===== src/rtl/spi_adc_sample_scheduler_if.sv =====
// SPI ADC wires plus the sample valid/ready handshake toward the consumer.
// master = scheduler side, slave = ADC/consumer side.
interface spi_adc_sample_scheduler_if #(
   parameter int SAMPLE_WIDTH = 16
);
   logic                    spi_clock;
   logic                    spi_chipselect;
   logic                    spi_data;
   logic [SAMPLE_WIDTH-1:0] sample_data;
   logic                    sample_valid;
   logic                    sample_ready;

   modport master (
      output spi_clock, spi_chipselect, sample_data, sample_valid,
      input  spi_data, sample_ready
   );

   modport slave (
      input  spi_clock, spi_chipselect, sample_data, sample_valid,
      output spi_data, sample_ready
   );
endinterface


===== src/rtl/spi_adc_sample_scheduler.sv =====
// Periodic SPI ADC conversion sequencer (CPOL=1, MSB first) that publishes
// each sample over valid/ready and flags dropped samples with a sticky overrun.
module spi_adc_sample_scheduler #(
   parameter int SAMPLE_WIDTH  = 16,
   parameter int CLOCK_DIV     = 4,
   parameter int SAMPLE_PERIOD = 256
) (
   input  logic                            clock,
   input  logic                            reset,
   input  logic                            enable,
   spi_adc_sample_scheduler_if.master      bus,
   output logic                            busy,
   output logic                            overrun
);
   localparam int DW = $clog2(CLOCK_DIV);
   localparam int BW = (SAMPLE_WIDTH > 1) ? $clog2(SAMPLE_WIDTH) : 1;
   localparam int PW = $clog2(SAMPLE_PERIOD);
   localparam logic [DW-1:0] DIV_LAST    = DW'(CLOCK_DIV - 1);
   localparam logic [BW-1:0] BIT_LAST    = BW'(SAMPLE_WIDTH - 1);
   localparam logic [PW-1:0] PERIOD_LAST = PW'(SAMPLE_PERIOD - 1);

   generate
      if (CLOCK_DIV < 2 || SAMPLE_PERIOD < (2*SAMPLE_WIDTH + 3)*CLOCK_DIV) begin : g_bad_params
         $error("spi_adc_sample_scheduler: CLOCK_DIV/SAMPLE_PERIOD too small for one frame");
      end
   endgenerate

   typedef enum logic [2:0] {IDLE, SETUP, SHIFT, HOLD, GAP} state_t;

   state_t                  state;
   logic [DW-1:0]           div_cnt;
   logic [BW-1:0]           bit_cnt;
   logic [PW-1:0]           period_cnt;
   logic                    phase_high;
   logic                    first_start;
   logic [SAMPLE_WIDTH-1:0] shreg;

   always_ff @(posedge clock) begin
      if (reset) begin
         state              <= IDLE;
         div_cnt            <= '0;
         bit_cnt            <= '0;
         period_cnt         <= '0;
         phase_high         <= 1'b0;
         first_start        <= 1'b1;
         shreg              <= '0;
         bus.spi_clock      <= 1'b1;
         bus.spi_chipselect <= 1'b1;
         bus.sample_data    <= '0;
         bus.sample_valid   <= 1'b0;
         busy               <= 1'b0;
         overrun            <= 1'b0;
      end else begin
         // Re-arm the immediate start whenever enable is low so a rising edge starts at once.
         if (!enable)
            first_start <= 1'b1;

         if (state == IDLE && !enable)
            period_cnt <= '0;
         else if (period_cnt != PERIOD_LAST)
            period_cnt <= period_cnt + 1'b1;

         // Consumer handshake; a publish on the same edge overrides the clear below.
         if (bus.sample_valid && bus.sample_ready)
            bus.sample_valid <= 1'b0;

         case (state)
            IDLE: begin
               if (enable && (first_start || period_cnt == PERIOD_LAST)) begin
                  state              <= SETUP;
                  period_cnt         <= '0;
                  first_start        <= 1'b0;
                  div_cnt            <= '0;
                  bus.spi_chipselect <= 1'b0;
                  busy               <= 1'b1;
               end
            end
            SETUP: begin
               if (div_cnt == DIV_LAST) begin
                  state         <= SHIFT;
                  div_cnt       <= '0;
                  bit_cnt       <= '0;
                  phase_high    <= 1'b0;
                  bus.spi_clock <= 1'b0;
               end else begin
                  div_cnt <= div_cnt + 1'b1;
               end
            end
            SHIFT: begin
               if (div_cnt != DIV_LAST) begin
                  div_cnt <= div_cnt + 1'b1;
               end else begin
                  div_cnt <= '0;
                  if (!phase_high) begin
                     // Sample just before the rising edge; ADC data settled after the fall.
                     shreg         <= {shreg[SAMPLE_WIDTH-2:0], bus.spi_data};
                     phase_high    <= 1'b1;
                     bus.spi_clock <= 1'b1;
                  end else if (bit_cnt == BIT_LAST) begin
                     state <= HOLD;
                  end else begin
                     bit_cnt       <= bit_cnt + 1'b1;
                     phase_high    <= 1'b0;
                     bus.spi_clock <= 1'b0;
                  end
               end
            end
            HOLD: begin
               if (div_cnt == DIV_LAST) begin
                  state              <= GAP;
                  div_cnt            <= '0;
                  bus.spi_chipselect <= 1'b1;
                  if (!bus.sample_valid || bus.sample_ready) begin
                     bus.sample_data  <= shreg;
                     bus.sample_valid <= 1'b1;
                  end else begin
                     overrun <= 1'b1;
                  end
               end else begin
                  div_cnt <= div_cnt + 1'b1;
               end
            end
            GAP: begin
               if (div_cnt == DIV_LAST) begin
                  state   <= IDLE;
                  div_cnt <= '0;
                  busy    <= 1'b0;
               end else begin
                  div_cnt <= div_cnt + 1'b1;
               end
            end
            default: state <= IDLE;
         endcase
      end
   end
endmodule


===== src/flat_wrapper.sv =====
// flat-port wrapper written by rule: the top's interface ports become plain ports
module spi_adc_sample_scheduler_flat 
#(
   parameter int SAMPLE_WIDTH  = 16,
   parameter int CLOCK_DIV     = 4,
   parameter int SAMPLE_PERIOD = 256
)
  (clock, reset, enable, busy, overrun, bus_spi_clock, bus_spi_chipselect, bus_sample_data, bus_sample_valid, bus_spi_data, bus_sample_ready);
  spi_adc_sample_scheduler_if #(.SAMPLE_WIDTH(SAMPLE_WIDTH)) bus_i ();
  input  logic clock;
  input  logic reset;
  input  logic enable;
  output logic busy;
  output logic overrun;
  output wire logic [$bits(bus_i.spi_clock)-1:0] bus_spi_clock;
  output wire logic [$bits(bus_i.spi_chipselect)-1:0] bus_spi_chipselect;
  output wire logic [$bits(bus_i.sample_data)-1:0] bus_sample_data;
  output wire logic [$bits(bus_i.sample_valid)-1:0] bus_sample_valid;
  input wire logic [$bits(bus_i.spi_data)-1:0] bus_spi_data;
  input wire logic [$bits(bus_i.sample_ready)-1:0] bus_sample_ready;
  assign bus_spi_clock = bus_i.spi_clock;
  assign bus_spi_chipselect = bus_i.spi_chipselect;
  assign bus_sample_data = bus_i.sample_data;
  assign bus_sample_valid = bus_i.sample_valid;
  assign bus_i.spi_data = bus_spi_data;
  assign bus_i.sample_ready = bus_sample_ready;
  spi_adc_sample_scheduler #(.SAMPLE_WIDTH(SAMPLE_WIDTH), .CLOCK_DIV(CLOCK_DIV), .SAMPLE_PERIOD(SAMPLE_PERIOD)) u_core (.clock(clock), .reset(reset), .enable(enable), .bus(bus_i), .busy(busy), .overrun(overrun));
endmodule

===== config.mk =====
export PLATFORM = sky130hd
export DESIGN_NAME = spi_adc_sample_scheduler_flat
export DESIGN_NICKNAME = d
export VERILOG_FILES = /design/src/rtl/spi_adc_sample_scheduler_if.sv /design/src/rtl/spi_adc_sample_scheduler.sv /design/src/flat_wrapper.sv
export SDC_FILE = /design/constraint.sdc
export NUM_CORES = 1
export LEC_CHECK = 0
export CORE_MARGIN = 10
export CORE_UTILIZATION = 36
export CTS_CLUSTER_SIZE = 20
export DETAILED_ROUTE_END_ITERATION = 10
export GPL_TIMING_DRIVEN = 1
export HOLD_SLACK_MARGIN = 0.06
export MAX_ROUTING_LAYER = met4
export PLACE_DENSITY = 0.63
export SLEW_MARGIN = 20
export SYNTH_ARGS = -nofsm -noshare
export SYNTH_HDL_FRONTEND = slang
export SYNTH_SLANG_ARGS = --single-unit

===== constraint.sdc =====
create_clock -name clock -period 2.3 [get_ports clock]
set_input_delay 0.23 -clock clock [delete_from_list [all_inputs] [get_ports clock]]
set_output_delay 0.23 -clock clock [all_outputs]
set_load 0.05 [all_outputs]

Word level (Yosys, flattened, before mapping)
Cells that the tools add are included.

Bits in registers: 56. Bits of input ports: 5. Output and inout bits: 21. Logic and storage cells: 102.

Add/subtract/negate cells: 3. Equal/unequal tests: 18. Mux-type cells: 42. Bitwise gates (word level): 3. Reductions and logical operators: 23.

Operators with widths (number): 8-bit two-way mux (4); 3-bit two-way mux (7); 3-bit AND reduction (6); 1-bit two-way mux (17); 4-bit two-way mux (4); 3-bit one-hot mux with 5 select lines (1); 2-bit by 1-bit != test with 1-bit output, second input constant (5); 8-bit by 1-bit adder with 8-bit output, second input constant (1); 8-bit == test, second input constant (1); 2-bit != test, second input constant (4); 8-bit != test, second input constant (1); 1-bit one-hot mux with 2 select lines (4); 4-bit one-hot mux with 2 select lines (1); 7-bit AND reduction (1); 3-bit by 2-bit == test with 1-bit output, second input constant (2); 2-bit two-way mux (3); 2-bit one-hot mux with 3 select lines (1); 2-bit nonzero test (3); 5-bit AND reduction (1); 4-bit by 1-bit adder with 4-bit output, second input constant (1); 4-bit == test, second input constant (1); 4-bit AND reduction (1); 3-bit by 1-bit == test with 1-bit output, second input constant (1); 3-bit == test, second input constant (1); other kinds (11) (17).

Logic depth before layout (Yosys ltp)
Gate-level depths: netlist of the first run.

Depth in word-level cells: 5. Mapped depth: 8. Mapped depth without buffers: 5.

Worst setup path after synthesis of the first run
OpenSTA, ideal clock, no wires.

Kind: reg2reg. Start: register u_core.div_cnt[0]. End: register u_core.bus.sample_data[10]. Library setup time: 128 ps. Data arrival time: 1602 ps. Data required time: 2172 ps. Setup slack: 571 ps. Cell stages (with the launch flop): 8. Path buffers: 2. Clock period less this slack: 1729 ps. Cells stage by stage: dfxtp_1 -> ha_1 -> buf_2 -> nand4b_1 -> nor2_2 -> buf_4 -> mux2i_1 -> nor2_1.

Longest elaborated chain between the ends: 2.

RTL lines: from (decl) (RTL line spi_adc_sample_scheduler.sv:31) `logic [DW-1:0] div_cnt;`; from (signal assigned) (RTL line spi_adc_sample_scheduler.sv:86) `div_cnt <= div_cnt + 1'b1;`; from (signal assigned) (RTL line spi_adc_sample_scheduler.sv:91) `div_cnt <= div_cnt + 1'b1;`; from (signal assigned) (RTL line spi_adc_sample_scheduler.sv:120) `div_cnt <= div_cnt + 1'b1;`; 2-bit == test (RTL line spi_adc_sample_scheduler.sv:109) `if (div_cnt == DIV_LAST) begin`; 3-bit AND reduction (no source line); to (signal assigned) (RTL line spi_adc_sample_scheduler.sv:114) `bus.sample_data <= shreg;`; to (decl) (RTL line spi_adc_sample_scheduler_if.sv:14) `output spi_clock, spi_chipselect, sample_data, sample_valid,`.

Every way passes these cells. A chain may end at the register's enable or synchronous reset.

Final worst setup path of the first run
Start: register u_core.state[1]. End: register u_core.shreg[15].

Longest elaborated chain between the ends: 2.

RTL lines: from (decl) (RTL line spi_adc_sample_scheduler.sv:30) `state_t state;`; from (signal assigned) (RTL line spi_adc_sample_scheduler.sv:40) `state <= IDLE;`; from (signal assigned) (RTL line spi_adc_sample_scheduler.sv:70) `state <= SETUP;`; from (signal assigned) (RTL line spi_adc_sample_scheduler.sv:80) `state <= SHIFT;`; 3-bit by 2-bit == test with 1-bit output (RTL line spi_adc_sample_scheduler.sv:67) `case (state)`; 3-bit AND reduction (no source line); to (signal assigned) (RTL line spi_adc_sample_scheduler.sv:96) `shreg <= {shreg[SAMPLE_WIDTH-2:0], bus.spi_data};`; to (decl) (RTL line spi_adc_sample_scheduler.sv:36) `logic [SAMPLE_WIDTH-1:0] shreg;`.

Every way passes these cells.

==> impl_summary.txt, run 1 <==
----------------------------------------------------
[Pwr]
  Pwr per Cell Area ... between 600 and 700 mW/mm2
  Worst vdd rail ir drop ... 0.305 mV
  Static Leakage ... approximately 0.89 nW

[Critical path]
  Cell Chain, Critical Path ... or3b_4 -> or3_1 -> nand2_1 -> a21oi_1
  Top Family by Delay on Critical Path ... simple AND/OR/NAND/NOR gates
  Maximum single-stage delay on the critical path ... 0.57 ns
  Critical Path Source Type ... flop
  Kind of end point of the critical path ... flop
  Critical Path Source ... u_core.state[1]
  Launch instance of the worst register-to-register path ... u_core.state[1]
  Req. time, crit path ... 2.50 ns
  Worst path bufs/invs ... 0
  Biggest fanout along the worst timing path ... 16
  Slowest cell on the critical path ... sky130_fd_sc_hd__or3_1
  Worst EP arrival ... 2.12 ns
  Path type of the worst setup path ... reg2reg

[Outcome]
  Result of the run ... complete, no violations

[Detailed routing]
  DRC violation total after the first TritonRoute iteration ... 121
  Total DRC errors in the routed layout ... 0
  Count of nets left with antenna violations after detail routing ... 0
  First-pass iteration count of the detailed router ... 4
  Final routed wirelength across all metal layers ... 4.36 mm
  Final routed wire length divided by cell count ... 12.1 um
  Total number of vias ... about 1800
  DR vias/cell ... 5.01

[Final layout]
  Area grow syn2layout ... 17.2%
  Core occupancy in the finished layout ... 0.430
  Non-Filler Instances ... 361
  Count of inserted antenna diode cells ... 0
  Final nets ... 291
  Layout cell share with drive strength beyond 1 ... 0.0880
  Number of fillers in the final layout ... 650

[Hold path]
  Start point of the worst min-delay path ... bus_spi_data
  Classification of the worst-slack hold path ... in2reg

[Clock tree]
  TritonCTS clock tree ... yes
  Number of gates given a new drive strength after cts ... 0
  CTS sink count ... between 50 and 60
  Largest buffer count on any clock path ... 2
  Clock latency of the later-clocked register in the worst-skew pair ... about 0.32 ns
  Number of buffers created by CTS ... 5
  Number of levels the H-tree was split into ... 2
  Post CTS Setup Buffer Count ... 0
  Register clock-pin slew on the reported worst setup and hold paths ... 0.10 ns
  Hold buffer count at cts ... 0
  CTS Root Buffer Type ... sky130_fd_sc_hd__clkbuf_8

[Floorplan]
  Die Area ... 0.0101 mm2
  Die Ht ... 100 um
  Total core area ... 0.00631 mm2
  Row Count ... 29
  Initial Util ... 0.367
  Die width ... 100 um
  Top-level I/O count ... 26

[Timing]
  Shortest clock period the worst path allows after layout ... 1.92 ns
  Hold Worst Slack ... between 0.4 and 0.5 ns
  Number of slew-limit violations in the final report ... 0
  Setup skew after layout ... just over 0.007 ns
  Number of hold violations in the final report ... 0
  Setup TNS ... 0 ns
  PnR worst setup slack ... roughly 0.38 ns
  Least-Margin Pin Slew ... 0.519 ns
  Final clock period utilization by the worst path ... 0.835
  Setup-violating endpoint count in the final report ... 0
  Slew headroom ... 0.645
  Setup repair after global routing missed its margin ... false
  Fmax ... 521 MHz

[Global route]
  Vias in the first global route ... between 1500 and 2000
  Overall track demand over capacity in global routing ... 0.0905
  Wire length of the first global-routing pass ... between 7 and 8 mm
  Maximum number of pins on one net before global-route repair ... 35
  Initial antenna violation count ... 0
  GR Overflow Total ... 0

[Yosys]
  Post-synth cell types ... 43
  Synth Flop Type ... sky130_fd_sc_hd__dfxtp_1
  Proportion of synthesized flip-flops having asynchronous set or reset ... 0
  Cell area after synthesis ... 0.00232 mm2
  Synth Area per Inst ... 8.92 um2
  Post-Synthesis Cells ... 260
  Register area share after synthesis ... 0.483
  Flip-flop and latch count after synthesis ... 56
  Post-Synthesis Net Count ... 268
  Number of enable flip-flop cells after synthesis ... 0
  Number of warning messages in the yosys log ... 0

[Place]
  Cell total after placement ... 353
  Total half-perimeter wirelength after legalization and detailed placement ... about 3.1 mm
  Worst slack, placed ... between 0.3 and 0.4 ns
  Port-buffer cells ... 25
  Final RePlAce weighted congestion ... 0.779

[Job]
  Max_cap viols ... 0

----------------------------------------------------
[state kept, by name, indices dropped and copies added, names as in the netlist]
name	cells
u_core.bus.spi_chipselect	1
u_core.shreg	16
u_core.state	3
u_core.bit_cnt	4
u_core.busy	1
u_core.bus.spi_clock	1
u_core.period_cnt	8
u_core.div_cnt	2
u_core.bus.sample_valid	1
u_core.first_start	1
u_core.bus.sample_data	16
u_core.overrun	1
u_core.phase_high	1
[cell type report]
cell class | count | area (um2) | share of cell area
Clock buffer | 5 | 68.8 | 0.0253
Clock inverter | 3 | 27.5 | 0.0101
Inverter | 5 | 18.8 | 0.00691
Multi-Input combinational cell | 184 | 1090 | 0.401
Sequential cell | 56 | 1120 | 0.413
Tap cell | 77 | 96.3 | 0.0355
Timing Repair Buffer | 31 | 295 | 0.109
[where the power goes]
part	total [mW]	internal (mW)	leakage, nW	switching (mW)
registers	0.999	0.983	0.452	0.0155
clock network	0.563	0.224	0.0463	0.339
logic	0.114	0.0484	0.392	0.0661
[cell usage in the layout (no fill, tap or decap), types with 6 or more instances in the layout]
master / synthesis / final
sky130_fd_sc_hd__dfxtp_1: 56 / 56
sky130_fd_sc_hd__nor2_1: 32 / 32
sky130_fd_sc_hd__buf_4: 2 / 6
sky130_fd_sc_hd__nand3_1: 7 / 7
sky130_fd_sc_hd__mux2i_1: 17 / 17
sky130_fd_sc_hd__o21ai_0: 7 / 7
sky130_fd_sc_hd__nand2_1: 38 / 38
sky130_fd_sc_hd__a21oi_1: 29 / 29
sky130_fd_sc_hd__clkdlybuf4s50_1: 0 / 25
[per-stage QoR]
step           total power, mW  cell area [um2]
4_1_cts                   1.70             2720
6_report                  1.68             2720
2_1_floorplan             1.11             2320
5_1_grt                   1.75             2720
3_5_place_dp              1.14             2620
3_3_place_gp              1.13             2620
[per-layer routing]
| layer | routed length (um) | GRT usage | up-vias |
|---|---|---|---|
| li1 | - | - | 947 |
| met5 | 0 | - | - |
| met2 | 1840 | 0.125 | 33 |
| met4 | 82 | 0.0457 | 0 |
| met3 | 200 | 0.0268 | 5 |
| met1 | 2240 | 0.117 | 824 |
[cells by family (layout without fill, tap and decap cells)]
group                      count (synthesis)  count (layout)  synth area share
AOI/OAI and AO/OA                         51              51             0.129
xor gates and xnor gates                   4               4            0.0183
adders and majority gates                  3               3            0.0162
buffers and inverters                     20              44            0.0469
DFF                                       56              56             0.483
muxes                                     19              19            0.0831
and+or+nand+nor                          107             107             0.223
[path summary, 6_finish.rpt]
path                      end  slack (ns)  cells past startpoint
max          u_core.shreg[15]        0.38                      4
min           u_core.shreg[0]        0.47                      3
max reg2reg  u_core.shreg[15]        0.38                      4
min reg2reg  u_core.shreg[15]        0.47                      2
[cells in the mapped netlist (2+ instances only)]
cell | number | area, um2
sky130_fd_sc_hd__a211o_1 | 2 | 17.5
sky130_fd_sc_hd__a21oi_1 | 29 | 145
sky130_fd_sc_hd__a222oi_1 | 2 | 20.0
sky130_fd_sc_hd__a31oi_1 | 3 | 18.8
sky130_fd_sc_hd__buf_2 | 2 | 10.0
sky130_fd_sc_hd__buf_4 | 2 | 15.0
sky130_fd_sc_hd__buf_6 | 3 | 33.8
sky130_fd_sc_hd__clkbuf_1 | 7 | 26.3
sky130_fd_sc_hd__dfxtp_1 | 56 | 1120
sky130_fd_sc_hd__ha_1 | 3 | 37.5
sky130_fd_sc_hd__inv_1 | 5 | 18.8
sky130_fd_sc_hd__mux2_2 | 2 | 22.5
sky130_fd_sc_hd__mux2i_1 | 17 | 170
sky130_fd_sc_hd__nand2_1 | 38 | 143
sky130_fd_sc_hd__nand3_1 | 7 | 35.0
sky130_fd_sc_hd__nand4_1 | 5 | 31.3
sky130_fd_sc_hd__nor2_1 | 32 | 120
sky130_fd_sc_hd__nor3_1 | 4 | 20.0
sky130_fd_sc_hd__nor3b_1 | 4 | 30.0
sky130_fd_sc_hd__o21ai_0 | 7 | 35.0
sky130_fd_sc_hd__o31ai_1 | 3 | 22.5
sky130_fd_sc_hd__or2_2 | 3 | 18.8
sky130_fd_sc_hd__or3_1 | 2 | 12.5
sky130_fd_sc_hd__or4_1 | 2 | 15.0
sky130_fd_sc_hd__xnor2_1 | 2 | 17.5
[tightest hold or removal path, cell delays in order]
cell,delay [ns]
sky130_fd_sc_hd__clkdlybuf4s50_1,0.40
sky130_fd_sc_hd__nand2_1,0.06
sky130_fd_sc_hd__a21oi_1,0.05
No activity file was read; power rests on OpenSTA's default activity.
==> inputs of run 2 (changes only) <==
- PLACE_DENSITY: 0.63 -> 0.65
- clock period: 2.3 -> 1.61 ns (I/O delays scaled with it)
==> impl_summary.txt, run 2 (same netlist as run 1, synthesis figures left out) <==
----------------------------------------------------
[Critical path]
  Kind of end point of the critical path ... flop
  Critical Path Source ... u_core.state[0]
  Critical Path Source Type ... flop
  Req. time, crit path ... 1.86 ns
  Biggest fanout along the worst timing path ... 5
  Launch instance of the worst register-to-register path ... u_core.state[0]
  Worst EP arrival ... 1.79 ns
  Setup slack of the most critical reg-to-reg path ... 0.07 ns
  Path type of the worst setup path ... reg2reg

[Timing]
  Setup-violating endpoint count in the final report ... 0
  Setup repair after global routing missed its margin ... true
  Slew headroom ... 0.748
  Fmax ... 650 MHz
  Number of slew-limit violations in the final report ... 0
  Final clock period utilization by the worst path ... 0.955
  Number of hold violations in the final report ... 0
  Least-Margin Pin Slew ... 0.378 ns
  Shortest clock period the worst path allows after layout ... 1.54 ns
  Setup skew after layout ... 0.0104 ns

[Final layout]
  Most common library cell in the layout ignoring fill and taps ... sky130_fd_sc_hd__dfxtp_1
  Count of inserted antenna diode cells ... 0
  Core occupancy in the finished layout ... 0.458
  Final nets ... 310
  Commonest cells after routing, fill and taps aside ... 53 x sky130_fd_sc_hd__dfxtp_1, 43 x sky130_fd_sc_hd__buf_4, 38 x sky130_fd_sc_hd__nand2_1
  Final Cell Area ... approximately 0.0029 mm2
  Layout cell share with drive strength beyond 1 ... 0.244
  Area grow syn2layout ... 24.6%
  Largest regs ... u_core.bus.sample_data x16, u_core.shreg x16, u_core.period_cnt x8

[Floorplan]
  Row Count ... 29
  Initial Util ... 0.367
  Die Ht ... 100 um
  Die Area ... 0.0101 mm2
  Total core area ... 0.00631 mm2
  Top-level I/O count ... 26
  Die width ... 100 um

[Detailed routing]
  First-pass iteration count of the detailed router ... 4
  DRC violation total after the first TritonRoute iteration ... 98
  Final routed wire length divided by cell count ... 12.4 um
  DR vias/cell ... 4.96
  Final routed wirelength across all metal layers ... 4.71 mm
  Total number of vias ... between 1500 and 2000
  Count of nets left with antenna violations after detail routing ... 0
  Total DRC errors in the routed layout ... 0

[Place]
  Total cell area at the placement stage ... 0.00273 mm2
  Total half-perimeter wirelength after legalization and detailed placement ... 3.24 mm
  Port-buffer cells ... 25
  Final RePlAce weighted congestion ... 0.729

[Pwr]
  Worst vdd rail ir drop ... 0.411 mV
  Pwr per Cell Area ... 838 mW/mm2
  Share of total power consumed by net switching ... 0.249
  Static Leakage ... 1.06 nW
  Fraction of power consumed by sequential logic ... 0.587
  Net switching power ... 0.604 mW
  Power share of the clock group ... 0.322
  Combinational fraction of design power ... 0.090
  Internal Power ... 1.82 mW

[Global route]
  Vias in the first global route ... 1751
  Maximum number of pins on one net before global-route repair ... 37
  Fraction of met1 tracks used by global routing ... 0.123
  Fraction of met2 tracks used by global routing ... 0.139
  Overall track demand over capacity in global routing ... 0.0963
  Wire length of the first global-routing pass ... 7.91 mm
  GR Overflow Total ... 0
  Most used routing layer in global routing ... met2
  Met3 layer usage reported by global route ... 0.0268
  Initial antenna violation count ... 0

[Hold path]
  Start point of the worst min-delay path ... bus_spi_data
  Classification of the worst-slack hold path ... in2reg

[Job]
  Max_cap viols ... 0

[Clock tree]
  CTS sink count ... 56
  CTS Root Buffer Type ... sky130_fd_sc_hd__clkbuf_8
  Largest buffer count on any clock path ... 2
  Clock latency of the later-clocked register in the worst-skew pair ... 0.31 ns
  TritonCTS clock tree ... yes
  Number of levels the H-tree was split into ... 2
  Register clock-pin slew on the reported worst setup and hold paths ... 0.10 ns
  Number of buffers created by CTS ... 5

[Outcome]
  Result of the run ... complete, no violations

----------------------------------------------------
-- run 2: cell types whose count changed in the layout (fill, tap and decap cells not counted), moves of 2 or more --
cell | previous run | this run
sky130_fd_sc_hd__dfxtp_2 | 0 | 3
sky130_fd_sc_hd__clkdlybuf4s50_1 | 25 | 4
sky130_fd_sc_hd__dfxtp_1 | 56 | 53
sky130_fd_sc_hd__ha_1 | 3 | 1
sky130_fd_sc_hd__buf_12 | 0 | 2
sky130_fd_sc_hd__buf_4 | 6 | 43
-- run 2: metal layers --
metal | wire length (um) | share of wire | up-vias
met3 | 188 | 0.040 | 5
met2 | 2000 | 0.43 | 30
met1 | 2450 | 0.52 | 865
met5 | 0 | 0 | -
li1 | - | - | 984
met4 | 68 | 0.014 | 0
-- run 2: area by class of cell --
type,count,area [um2]
fill,643,3420
clock inverter,3,21.3
inverter,5,18.8
tap,77,96.3
clock buffer,5,68.8
multi-input combinational,184,1150
timing repair buffer,50,414
sequential,56,1120
-- run 2: critical path, stage by stage (launching register included) --
cell                       delay (ns)
sky130_fd_sc_hd__dfxtp_2         0.35
sky130_fd_sc_hd__buf_4           0.15
sky130_fd_sc_hd__xor2_4          0.18
sky130_fd_sc_hd__nand3b_4        0.11
sky130_fd_sc_hd__or4b_1          0.54
sky130_fd_sc_hd__a21oi_1         0.14
-- run 2: final timing paths --
kind         cells after the start                 to
max reg2reg                      5  u_core.bit_cnt[1]
max                              5  u_core.bit_cnt[1]
min reg2reg                      2    u_core.shreg[4]
min                              3    u_core.shreg[0]
-- run 2: what timing repair did --
item,CTS,global route
setup endpoints to repair,1,42
hold buffers,0,0
setup buffers,0,1
pin swaps,0,2
resized for setup,1,13
-- run 2: stage by stage --
stage                     hold slack (ns)  setup slack (ns)  std cells  setup TNS, ns  total power [mW]
after floorplan                     0.297           -0.0203        260         -0.197              1.58
after global placement              0.447           -0.0752        371         -0.187              1.65
after detailed placement            0.460            -0.125        371         -0.408              1.65
after CTS                           0.400            0.0173        379              0              2.43
after global routing                0.394           -0.0106        380        -0.0303              2.52
final                               0.403            0.0720        380              0              2.42
-- run 2: power by group through the flow --
stage               clock, mW  combinational [mW]  sequential (mW)
floorplan                   0               0.112             1.47
global placement            0               0.200             1.45
detailed placement          0               0.203             1.45
CTS                     0.811               0.205             1.42
global route            0.861               0.239             1.43
finish                  0.781               0.219             1.42
==> inputs of run 3 (changes only) <==
- CTS_CLUSTER_SIZE: 20 -> unset
==> results of run 3 <==
Final layout, timing and power as in run 2 (identical DEF).
